<file path="config.mk">
export PLATFORM = sky130hd
export DESIGN_NAME = config_segment_loader
export DESIGN_NICKNAME = d
export VERILOG_FILES = /design/src/rtl/config_segment_loader_pkg.sv /design/src/rtl/config_segment_loader_cfg_shift_reg.sv /design/src/rtl/config_segment_loader.sv
export SDC_FILE = /design/constraint.sdc
export NUM_CORES = 1
export LEC_CHECK = 0
export CAP_MARGIN = 10
export CELL_PAD_IN_SITES_DETAIL_PLACEMENT = 1
export CELL_PAD_IN_SITES_GLOBAL_PLACEMENT = 1
export CORE_MARGIN = 2
export CORE_UTILIZATION = 31
export CTS_CLUSTER_SIZE = 10
export DETAILED_ROUTE_END_ITERATION = 12
export PLACE_DENSITY = 0.62
export SLEW_MARGIN = 20
export SYNTH_ARGS = -nofsm -noshare
export SYNTH_HDL_FRONTEND = slang
export SYNTH_HIERARCHICAL = 1
export SYNTH_SLANG_ARGS = --single-unit
</file>
<file path="constraint.sdc">
create_clock -name clk -period 1.4 [get_ports clk]
set_input_delay 0.14 -clock clk [delete_from_list [all_inputs] [get_ports clk]]
set_output_delay 0.14 -clock clk [all_outputs]
set_load 0.005 [all_outputs]
</file>
<file path="src/rtl/config_segment_loader_pkg.sv">
// Shared types and defaults for the configuration segment loader.
package config_segment_loader_pkg;

    localparam int DEFAULT_IN_W = 8;

    typedef enum logic [1:0] {
        IDLE   = 2'd0,
        LOAD   = 2'd1,
        COMMIT = 2'd2
    } state_e;

endpackage

</file>
<file path="src/rtl/config_segment_loader_cfg_shift_reg.sv">
// Shadow shift register: words enter at the top and move down, so the first
// word ends up in the least-significant slice after a full load.
module cfg_shift_reg
    import config_segment_loader_pkg::*;
#(
    parameter int NBITS = 32,
    parameter int IN_W  = DEFAULT_IN_W
) (
    input  logic             clk,
    input  logic             reset,
    input  logic             clear,
    input  logic             shift,
    input  logic [IN_W-1:0]  din,
    output logic [NBITS-1:0] q
);

    logic [NBITS-1:0] q_q;

    // A single-word segment has nothing to shift down, so it needs its own form.
    generate
        if (NBITS == IN_W) begin : g_single
            always_ff @(posedge clk or posedge reset) begin
                if (reset)      q_q <= '0;
                else if (clear) q_q <= '0;
                else if (shift) q_q <= din;
            end
        end else begin : g_multi
            always_ff @(posedge clk or posedge reset) begin
                if (reset)      q_q <= '0;
                else if (clear) q_q <= '0;
                else if (shift) q_q <= {din, q_q[NBITS-1:IN_W]};
            end
        end
    endgenerate

    assign q = q_q;

endmodule

</file>
<file path="src/rtl/config_segment_loader.sv">
// Loads NBITS of switch-box configuration as IN_W-bit words into a shadow
// register and commits them to cfg atomically, so partial loads never reach the fabric.
module config_segment_loader
    import config_segment_loader_pkg::*;
#(
    parameter int NBITS = 32,
    parameter int IN_W  = DEFAULT_IN_W
) (
    input  logic             clk,
    input  logic             reset,
    input  logic             start,
    input  logic             abort,
    input  logic [IN_W-1:0]  in_data,
    input  logic             in_valid,
    output logic             in_ready,
    output logic [NBITS-1:0] cfg,
    output logic             cfg_valid,
    output logic             done,
    output logic             busy
);

    localparam int NWORDS = NBITS / IN_W;
    localparam int CNT_W  = $clog2(NWORDS + 1);
    localparam logic [CNT_W-1:0] LAST_IDX = CNT_W'(NWORDS - 1);

    state_e           state_q, state_d;
    logic [CNT_W-1:0] cnt_q, cnt_d;
    logic [NBITS-1:0] cfg_q;
    logic             cfg_valid_q;
    logic             done_q;
    logic [NBITS-1:0] shadow;
    logic             sh_clear, sh_shift, commit;

    cfg_shift_reg #(
        .NBITS (NBITS),
        .IN_W  (IN_W)
    ) u_shadow (
        .clk   (clk),
        .reset (reset),
        .clear (sh_clear),
        .shift (sh_shift),
        .din   (in_data),
        .q     (shadow)
    );

    always_comb begin
        state_d  = state_q;
        cnt_d    = cnt_q;
        sh_clear = 1'b0;
        sh_shift = 1'b0;
        commit   = 1'b0;
        case (state_q)
            IDLE: begin
                if (start) begin
                    state_d  = LOAD;
                    cnt_d    = '0;
                    sh_clear = 1'b1;
                end
            end
            LOAD: begin
                // Abort beats a coincident accept, even on the final word.
                if (abort) begin
                    state_d = IDLE;
                end else if (in_valid) begin
                    sh_shift = 1'b1;
                    cnt_d    = cnt_q + 1'b1;
                    if (cnt_q == LAST_IDX) state_d = COMMIT;
                end
            end
            COMMIT: begin
                commit  = 1'b1;
                state_d = IDLE;
            end
            default: state_d = IDLE;
        endcase
    end

    always_ff @(posedge clk or posedge reset) begin
        if (reset) begin
            state_q     <= IDLE;
            cnt_q       <= '0;
            cfg_q       <= '0;
            cfg_valid_q <= 1'b0;
            done_q      <= 1'b0;
        end else begin
            state_q     <= state_d;
            cnt_q       <= cnt_d;
            done_q      <= commit;
            cfg_valid_q <= cfg_valid_q | commit;
            if (commit) cfg_q <= shadow;
        end
    end

    assign in_ready  = (state_q == LOAD);
    assign busy      = (state_q != IDLE);
    assign cfg       = cfg_q;
    assign cfg_valid = cfg_valid_q;
    assign done      = done_q;

endmodule

</file>
==> summary.md, run 1 <==
| Metric | Value |
|---|---|
| Worst reg2reg path depth | 4 |
| Clk_lat worst skew | around 0.35 ns |
| Pwr dens | around 970 nW/um^2 |
| Die Span Y | 102 microns |
| DR vias | ~1900 |
| Initial drt markers | 38 |
| #FFs+latches synth | between 70 and 80 |
| Starting Density | 0.322 |
| Slew HR | 0.831 |
| GRT Total Usage | 0.129 |
| Sequential fraction of the synthesis area | 0.594 |
| Terminus of the critical flop-to-flop path | u_shadow/q[16] |
| Critical path capture point type | register |
| Proportion of netlist area held by the largest area contributor | 0.594 |
| FF-to-FF Start | state_q[1] |
| Post-synthesis cell type count | 19 |
| HP Class | in -> async |
| CP Capture Point | u_shadow/q[16] |
| Fin util | 0.477 |
| Layout area overhead | 48.0% |
| Vias in the first global route | between 1500 and 2000 |
| Synth Instances | a little under 200 |
| Final setup viols | 29 |
| Area contributors post-synth | dfrtp_1 (59%), mux2_4 (14%), mux2i_1 (11%), nor2_1 (4.1%), buf_12 (4.0%) |
| Final wirelength | slightly above 7 mm |
| Congestion Overflow GR | 0 |
| HPWL after DPL | ~4.0 mm |
| Syn_area_per_cell | 15.1 sq um |
| Core Rows | 35 |
| Layout cell share with drive strength beyond 1 | 0.426 |
| Clock slew at reported path FFs | about 0.07 ns |
| RSZ-0062 raised after global routing | true |
| Top Ports | a little under 50 |
| CTS tree | built |
| Full die area | around 10000 sq um |
| Cell Area, Synth | 2990 sq um |
| Failing checks | negative setup slack |
| Worst endpoint data arrival time | 1.68 ns |
| Routed length per instance | about 17 microns |
| Clock Sinks | 71 |
| CTS buffer count | 9 |
| Buffers on Ports | 48 |
| Crit path launch type | register |
| Core ar. | between 9000 and 10000 sq um |
| Worst setup path startpoint | state_q[1] |
| Clock buffer depth | 2 |
| Final Hold Viols | 0 |
| Number of remaining DRC errors | 0 |
| Drt first pass iters | 4 |
| Leakage | ~2.1 nW |
| R2R Setup Slk | -0.05 ns |
| H-Tree Depth | 3 |
| Initial antenna violation count | 0 |
| First-pass GRT wire length | 10.1 mm |
| Syn_nets | between 200 and 250 |
| Kind of critical path | reg -> reg |
| Fin crit period | approximately 1.4 ns |
| Post-route clock period utilization | 1.03 |
| CP max FO | 7 |
| Synth area leader | dfrtp_1 |
| Run status | finished with violations |
| Post-route ant nets | 0 |
| Synth warnings | 6 |
| Slew Limit Fails | 0 |
| Placer Congestion | 0.715 |
| N_diodes | 0 |
| Die Width | 102 microns |
| Power Total | between 0.004 and 0.005 W |
| Layout Nets | ~300 |
| Worst slew pin tran | ~0.25 ns |
| Number of max-cap violations | 0 |
| Worst Slack Setup Final | -0.0462 ns |
| Final Skew | about 0.0087 ns |
| Root Driver | clkbuf_8 |
| Largest net degree at the start of global routing | 40 |
| Maximum VDD drop | between 300 and 400 uV |
| Via-to-Cell Ratio | 4.43 |
| CP required | approximately 1.6 ns |
| Peak Freq | roughly 0.69 GHz |
==> area by class of cell <==
| class | instances | area, sq um |
|---|---|---|
| Inverter | 4 | 15.0 |
| Timing Repair Buffer | 87 | 1030 |
| Fill cell | 949 | 4860 |
| Clock inverter | 4 | 20.0 |
| Tap cell | 129 | 161 |
| Sequential cell | 71 | 1780 |
| Multi-Input combinational cell | 113 | 1260 |
| Clock buffer | 12 | 155 |
==> worst max-delay path, stage by stage, from the launching register on <==
cell and delay (ns):
dfrtp_2 0.44, and4bb_4 0.41, buf_16 0.17, mux2i_4 0.25, nor2_4 0.06
==> how the worst min path moves through the flow <==
stage | startpoint | to | slack (ns)
final | reset | cfg[10] | 0.17
after CTS | reset | cfg[5] | 0.18
after global placement | cfg_valid | cfg_valid | 0.46
after detailed placement | cfg_valid | cfg_valid | 0.46
after floorplan | reset | u_shadow/q[0] | 0.26
after global routing | reset | done | 0.18
==> sequential cells by signal (all words and copies together) (netlist names) <==
name / flops
state_q: 2
u_shadow/q: 32
cfg_valid: 1
cfg: 32
done: 1
cnt_q: 3
==> per-stage QoR <==
step                      setup slack (ns)  std cells  hold WS (ns)  cell area [sq um]  TNS [ns]
after CTS                          -0.0577        398         0.177               3930    -0.956
after global placement              -0.140        378         0.463               3690     -3.72
final                              -0.0462        420         0.173               4430    -0.656
after detailed placement            -0.213        378         0.458               3690     -5.06
after floorplan                     0.0317        198         0.256               3000         0
after global routing                -0.113        420         0.181               4430     -3.11
==> cell usage after synthesis (all sizes together) <==
library cell	n
nor2	34
nor2b	1
dfrtp	71
a21oi	1
ha	2
mux2	33
and4bb	1
mux2i	33
clkbuf	3
and2b	1
a22o	2
inv	4
and2	1
buf	8
nor3b	1
or2	2
==> logic make-up after synthesis <==
group           synth area share
flops                      0.594
simple gates              0.0636
buf+inv                   0.0565
mux                        0.270
compound gates           0.00753
fa+ha+maj                0.00837
==> routing by layer <==
layer,up-vias,part of all wire,GRT usage,routed length (microns)
met4,0,0.019,0.0492,132
met3,12,0.031,0.0315,223
met2,40,0.50,0.194,3570
met5,-,0,0,0
met1,958,0.45,0.182,3190
li1,850,-,-,-
==> power by group <==
group	switching [W]	leakage, nW	total [W]	internal (W)
Clock	0.000736	0.0959	0.00146	0.000728
Sequential	0.0000860	0.979	0.00222	0.00214
Combinational	0.000253	1.01	0.000594	0.000341
Total	0.00108	2.09	0.00428	0.00320
==> placed cells by master (no fill, tap or decap), types with 2 or more instances in the layout <==
| cell type | count |
|---|---|
| nor2_4 | 6 |
| buf_12 | 8 |
| dfrtp_2 | 2 |
| or2_2 | 2 |
| nor2_1 | 20 |
| and4bb_4 | 2 |
| mux2i_4 | 7 |
| nor2_2 | 8 |
| dfrtp_1 | 69 |
| mux2i_1 | 20 |
| clkbuf_16 | 5 |
| clkinv_2 | 4 |
| mux2_4 | 31 |
| buf_4 | 15 |
| mux2i_2 | 6 |
| inv_1 | 3 |
| clkdlybuf4s50_1 | 39 |
| dlymetal6s2s_1 | 6 |
| buf_8 | 2 |
| a22o_1 | 2 |
| clkbuf_8 | 11 |
| mux2_2 | 2 |
| ha_1 | 2 |
| buf_6 | 8 |
==> timing repair <==
| item | CTS | global route |
|---|---|---|
| endpoints found under the setup margin | 18 | 81 |
| pin swaps | 1 | 7 |
| resized for setup | 11 | 58 |
| gates cloned | 1 | 7 |
| hold buffers | 0 | 0 |
| buffers inserted | 3 | 15 |
No activity file was read; power rests on OpenSTA's default activity.
==> inputs of run 2 (changes only) <==
--- a/config.mk
+++ b/config.mk
@@ -9,10 +9,10 @@
 export CELL_PAD_IN_SITES_DETAIL_PLACEMENT = 1
 export CELL_PAD_IN_SITES_GLOBAL_PLACEMENT = 1
 export CORE_MARGIN = 2
-export CORE_UTILIZATION = 31
+export CORE_UTILIZATION = 39
 export CTS_CLUSTER_SIZE = 10
 export DETAILED_ROUTE_END_ITERATION = 12
-export PLACE_DENSITY = 0.62
+export PLACE_DENSITY = 0.75
 export SLEW_MARGIN = 20
 export SYNTH_ARGS = -nofsm -noshare
 export SYNTH_HDL_FRONTEND = slang
==> summary.md, run 2 (synthesis results as in run 1) <==
| Metric | Value |
|---|---|
| Run status | finished with violations |
| Failing checks | negative setup slack |
| Starting Density | 0.408 |
| Top Ports | 49 |
| DR vias | 1765 |
| Layout cell share with drive strength beyond 1 | 0.314 |
| Via-to-Cell Ratio | approximately 4.7 |
| Maximum VDD drop | about 610 uV |
| Peak Freq | 0.666 GHz |
| FF-to-FF Start | state_q[1] |
| Worst reg2reg path depth | 5 |
| CP required | approximately 1.6 ns |
| Post-route clock period utilization | 1.07 |
| Fin crit period | about 1.5 ns |
| Post-CTS Hold Buffers | 0 |
| HP Class | in -> async |
| Layout Nets | 290 |
| Die Span Y | 91.6 microns |
| Placer Congestion | approximately 0.67 |
| Fin util | 0.551 |
| Leakage | about 2.0 nW |
| Die Width | a little over 90 microns |
| Most frequent cells in the layout | dfrtp_1 (71), clkdlybuf4s50_1 (42), mux2_4 (33), nor2_1 (33), mux2i_1 (31) |
| CP max stage delay | 0.38 ns |
| Initial drt markers | 44 |
| First-pass GRT wire length | between 10 and 15 mm |
| Most common cell after layout, fill and taps aside | dfrtp_1 |
| CP delay by family, top | simple AND/OR/NAND/NOR gates |
| Fill cells | 730 |
| Slew HR | 0.837 |
| Worst slew pin tran | 0.244 ns |
| Number of max-cap violations | 0 |
| Number of remaining DRC errors | 0 |
| Crit path launch type | register |
| Initial antenna violation count | 0 |
| N_diodes | 0 |
| Clk_lat worst skew | between 0.3 and 0.4 ns |
| Slew Limit Fails | 0 |
| Largest net degree at the start of global routing | 40 |
| Clock buffer depth | 2 |
| Vias in the first global route | between 1500 and 2000 |
| Sequential standard cell area | 1780 sq um |
| CTS tree | built |
| Worst setup path startpoint | state_q[1] |
| HPWL after DPL | between 3 and 4 mm |
| Post-route ant nets | 0 |
| Bufs and invs on worst path | 2 |
| Clock Sinks | between 70 and 80 |
| Worst endpoint data arrival time | approximately 1.7 ns |
| RSZ-0062 raised after global routing | true |
| Terminus of the critical flop-to-flop path | u_shadow/q[1] |
| Final wirelength | about 6 mm |
| Multi-input logic area | about 1100 sq um |
| GRT Total Usage | 0.156 |
| Final setup viols | 65 |
| Clock slew at reported path FFs | about 0.07 ns |
| Final Hold Viols | 0 |
| Core Rows | 31 |
| CP cell instances | buf_4 > and4bb_4 > buf_12 > mux2i_2 > nor2_1 |
| Layout area overhead | 35.1% |
| Core ar. | 7330 sq um |
| Kind of critical path | reg -> reg |
| H-Tree Depth | 3 |
| Root Driver | clkbuf_8 |
| Full die area | around 8400 sq um |
| CTS buffer count | 9 |
| Worst path slowest cell | dfrtp_1 |
| R2R Setup Slk | -0.10 ns |
| Final Skew | between 0.006 and 0.007 ns |
| Buffers on Ports | 48 |
| Worst Slack Setup Final | -0.103 ns |
| Worst hold slack | approximately 0.18 ns |
| Critical path capture point type | register |
| Congestion Overflow GR | 0 |
| CP max FO | 14 |
| Drt first pass iters | 4 |
| Routed length per instance | approximately 16 microns |
| Pwr dens | ~1100 nW/um^2 |
| Power Total | approximately 0.0046 W |
run 2: area by class of cell:
cell class | instances | share of cell area
Clock buffer | 14 | 0.0452
Clock inverter | 2 | 0.0149
Inverter | 4 | 0.00372
Multi-Input combinational cell | 112 | 0.270
Sequential cell | 71 | 0.440
Tap cell | 99 | 0.0307
Timing Repair Buffer | 77 | 0.196
run 2: repair_timing:
| action | 4_1_cts | 5_1_grt |
|---|---|---|
| setup buffers | 6 | 10 |
| pin swaps | 0 | 3 |
| endpoints found under the setup margin | 6 | 79 |
| endpoints found under the hold margin | 0 | 0 |
| resized for setup | 9 | 14 |
run 2: through the flow:
stage                     setup WS [ns]  instances  cell area (sq um)  TNS (ns)
after floorplan                  0.0317        198               3000         0
after global placement           -0.104        347               3630     -3.04
after detailed placement         -0.149        347               3630     -3.91
after CTS                        -0.132        369               3940     -2.70
after global routing             -0.148        379               4040     -6.36
final                            -0.103        379               4040     -2.93
run 2: report_power, final:
part	internal (W)	switching, W	total (W)	leakage, nW
registers	0.00213	0.0000743	0.00221	0.982
logic	0.000247	0.000192	0.000439	0.863
clock network	0.00120	0.000734	0.00193	0.123
run 2: worst max-delay path by stage:
stage | end | slack, ns | cells after the start
detailed placement | u_shadow/q[25] | -0.15 | 5
global route | u_shadow/q[20] | -0.15 | 5
CTS | u_shadow/q[20] | -0.13 | 5
floorplan | u_shadow/q[24] | 0.03 | 5
global placement | cnt_q[0] | -0.10 | 5
finish | u_shadow/q[1] | -0.10 | 5
run 2: tightest hold or removal path, cell delays in order:
cell             delay (ns)
clkdlybuf4s50_1        0.43
clkinv_1               0.09
buf_12                 0.23
run 2: metal layers:
metal,part of all wire,vias to the layer above,track usage
li1,-,821,-
met3,0.029,8,0.0423
met2,0.47,34,0.245
met5,0,-,0
met1,0.48,902,0.211
met4,0.013,0,0.0492
==> RTL change 1 (config.mk and constraints of run 1) <==
`NBITS` is set to 32 in 2 places; all go to 16.
--- a/src/rtl/config_segment_loader_cfg_shift_reg.sv
+++ b/src/rtl/config_segment_loader_cfg_shift_reg.sv
@@ -4,5 +4,5 @@
     import config_segment_loader_pkg::*;
 #(
-    parameter int NBITS = 32,
+    parameter int NBITS = 16,
     parameter int IN_W  = DEFAULT_IN_W
 ) (
--- a/src/rtl/config_segment_loader.sv
+++ b/src/rtl/config_segment_loader.sv
@@ -4,5 +4,5 @@
     import config_segment_loader_pkg::*;
 #(
-    parameter int NBITS = 32,
+    parameter int NBITS = 16,
     parameter int IN_W  = DEFAULT_IN_W
 ) (
Interface: changed (resized cfg); port bits go from 49 to 33. The function was not compared with the original's and may differ.
==> RTL change 1 against run 1 <==
Via count down 48%; critical path depth grew 1; synthesized cell count down 44%; hold slack got worse by 0.0062 ns; routed wire length down 54%; synthesized area down 47%; sequential cell count fell by 33; cell area decreased by 51%; power is 35% lower; worst setup slack better by 0.079 ns; non-clock buffer count decreased by 43; global-route usage rose by 0.18 points; critical path type unchanged; critical endpoint is now u_shadow/q[7]$_DFFE_PP0P_; largest cell class unchanged; largest power group unchanged; highest routed layer unchanged.
==> RTL change 1: results <==
synthesis:
  synth_fp_nets: 124
  netlist_top_cells_area: "dfrtp_1, mux2i_1, mux2_4"
  seq_area_frac_synth: 0.601
critical_path:
  cpMaxStageDelayCell: "dfrtp_1"
  path_max_fanout: 8
  cpPeakStageDelay_ns: 0.41
  critical-path-top-delay-family: "flip-flops"
  arrival_ns: 1.54
placement:
  hpwlAfterDp_um: 2330
  postPlaceCellArea_um2: 2030
  port_buffers: 32
grt:
  track_usage: 0.131
  grt_pass1_wl_um: 5290
  grt_max_degree: 19
  grt_pass1_vias: 1006
routing:
  avgViaCountPerCell: 4.29
  drt_iter0_markers: 36
  wirelength_um: 3250
clock_tree:
  h-tree-depth: 2
  clk_latency_ns: 0.29
  cts_made_buffers: 5
cells_and_area:
  nNetsFinal: 169
  drive_gt1_frac: 0.276
pwr:
  p_sw_uw: 700
  peakVddDrop_v: 0.000489
  p_leak_uw: 0.000994
sta:
  slew_headroom: 0.861
  fin_skew_ns: 0.00492
outcome:
  status: "finished clean"
min_path:
  hp-class: "input pin to asynchronous set/reset pin"
[RTL change 1: changes by cell type after synthesis]
| cell | run 1 | this run |
|---|---|---|
| a22o_1 | 2 | 1 |
| buf_1 | 0 | 1 |
| buf_12 | 6 | 2 |
| buf_2 | 0 | 1 |
| clkbuf_1 | 3 | 0 |
| dfrtp_1 | 71 | 38 |
| ha_1 | 2 | 1 |
| mux2_2 | 5 | 9 |
| mux2_4 | 28 | 8 |
| mux2i_1 | 33 | 17 |
| nor2_1 | 33 | 18 |
| nor2_2 | 1 | 0 |
[RTL change 1: cell type report]
type,count,area (um^2)
clock inverter,1,5.00
inverter,4,15.0
sequential,38,951
fill,539,2850
tap,70,87.6
clock buffer,7,86.3
multi-input combinational,62,561
timing repair buffer,44,450
[RTL change 1: stage by stage]
stage	setup WS [ns]	std cells	setup TNS (ns)	power, uW
floorplan	0.0732	110	0	1660
global placement	-0.0686	215	-0.891	1980
detailed placement	-0.123	215	-1.51	2010
CTS	0.00830	225	0	2800
global route	-0.0477	226	-0.228	2940
finish	0.0325	226	0	2760
[RTL change 1: worst paths after layout]
path	start	endpoint	slack, ns	depth (start not counted)
min in group clk	cfg_valid$_DFF_PP0_	cfg_valid$_DFF_PP0_	0.46	1
max	state_q[0]$_DFFE_PP0P_	u_shadow/q[7]$_DFFE_PP0P_	0.03	5
max in group asynchronous	reset	done$_DFF_PP0_	1.03	3
max reg2reg	state_q[0]$_DFFE_PP0P_	u_shadow/q[7]$_DFFE_PP0P_	0.03	5
min reg2reg	cfg_valid$_DFF_PP0_	cfg_valid$_DFF_PP0_	0.46	1
min	reset	cfg[9]$_DFFE_PP0P_	0.17	3
[RTL change 1: logic make-up (layout without fill, tap and decap cells)]
kind of cell / count (synthesis) / after routing / share of synthesized area
flops: 38 / 38 / 0.601
mux: 34 / 34 / 0.247
simple gates: 25 / 25 / 0.0806
buf+inv: 10 / 56 / 0.0545
compound gates: 2 / 2 / 0.00869
fa+ha+maj: 1 / 1 / 0.00790
[RTL change 1: what timing repair did]
item	4_1_cts	5_1_grt
setup endpoints to repair	2	15
buffers inserted	2	1
resized for setup	3	3
pin swaps	0	2
hold buffers	0	0
[RTL change 1: power by group through the flow]
stage,Sequential [uW],Clock (uW),Combinational (uW)
after floorplan,1370,0,297
after global placement,1380,0,598
after detailed placement,1390,0,623
after CTS,1360,805,632
after global routing,1390,860,696
final,1360,767,632
[RTL change 1: per-layer routing]
| metal | track usage | vias up | part of all wire |
|---|---|---|---|
| met5 | 0 | - | 0 |
| met4 | 0.0643 | 0 | 0.019 |
| met3 | 0.0437 | 6 | 0.047 |
| met2 | 0.194 | 21 | 0.48 |
| met1 | 0.172 | 488 | 0.46 |
| li1 | - | 454 | - |
==> RTL change 2 (config.mk and constraints of run 1) <==
Without the edit above. Encoding of `state_e`: now one-hot (3 bits for 3 states).
--- a/src/rtl/config_segment_loader_pkg.sv
+++ b/src/rtl/config_segment_loader_pkg.sv
@@ -4,8 +4,8 @@
     localparam int DEFAULT_IN_W = 8;
 
-    typedef enum logic [1:0] {
-        IDLE   = 2'd0,
-        LOAD   = 2'd1,
-        COMMIT = 2'd2
+    typedef enum logic [2:0] {
+        IDLE   = 3'b001,
+        LOAD   = 3'b010,
+        COMMIT = 3'b100
     } state_e;
 
Function: same outputs for any inputs over 10 cycles, from zero or initial values and one cycle with reset high; not proved beyond that.
==> RTL change 2 against run 1 <==
The run still ends with setup timing left; maximum frequency decreased by 5.9%; routed wire length decreased by 5.2%; count of clock-buffer cells in the layout decreased by 1; power increased by 14%; cell area decreased by 2.6%; synthesized area decreased by 2.7%; sequential cell count increased by 1; worst setup slack got worse by 0.091 ns; critical endpoint is now u_shadow/q[28]$_DFFE_PP0P_; largest power group unchanged.
==> RTL change 2: results <==
synthesis:
  netlist_top_cells_area: "dfrtp_1, mux2i_1, mux2_2"
  seq_area_frac_synth: 0.620
  synth.top_cells.by_count: "dfrtp_1, mux2i_1, nor2_1"
clock_tree:
  post_cts_buffers: 10
pwr:
  swShare: 0.219
  p_leak_uw: 0.00203
  peakVddDrop_v: 0.000427
sta:
  setup_slack_ns: -0.137
  fin_skew_ns: 0.00637
  setup_violations: 69
grt:
  track_usage: 0.147
  grt_max_degree: 35
  met3_usage: 0.0222
  grt_pass1_wl_um: 11200
  grt_use_met2: 0.227
  grt_pass1_vias: 2031
critical_path:
  worst_r2r_path_depth: 5
  cpPeakStageDelay_ns: 0.54
  path_max_fanout: 34
  crit_path_end: "u_shadow/q[28]$_DFFE_PP0P_"
routing:
  drt_iter0_markers: 33
  dr_wl_met3_um: 165
  first_pass_iters: 3
  wl_met1_um: 3360
  avgViaCountPerCell: 4.57
outcome:
  status: "finished with violations"
  violations: "setup timing"
placement:
  place_congestion: 0.701
  postPlaceCellArea_um2: 3710
cells_and_area:
  drive_gt1_frac: 0.333
[RTL change 2: layout make-up]
| type | instances | area [um^2] |
|---|---|---|
| clock buffer | 11 | 141 |
| inverter | 5 | 18.8 |
| multi-input combinational | 118 | 1140 |
| timing repair buffer | 86 | 941 |
| sequential | 72 | 1810 |
| clock inverter | 5 | 128 |
| tap | 111 | 139 |
| fill | 933 | 4840 |
[RTL change 2: stage by stage]
step,cells,util
3_5_place_dp,372,0.405
5_1_grt,408,0.471
2_1_floorplan,205,-
3_3_place_gp,372,0.405
6_report,408,0.471
4_1_cts,402,0.469
[RTL change 2: kinds of logic (layout without fill, tap and decap cells)]
family / after synthesis / after routing / share of synthesized area
DFF: 72 / 72 / 0.620
muxes: 66 / 66 / 0.241
and+or+nand+nor: 46 / 46 / 0.0766
buffers and inverters: 15 / 107 / 0.0465
AOI/OAI and AO/OA: 4 / 4 / 0.00774
adders and majority gates: 2 / 2 / 0.00860
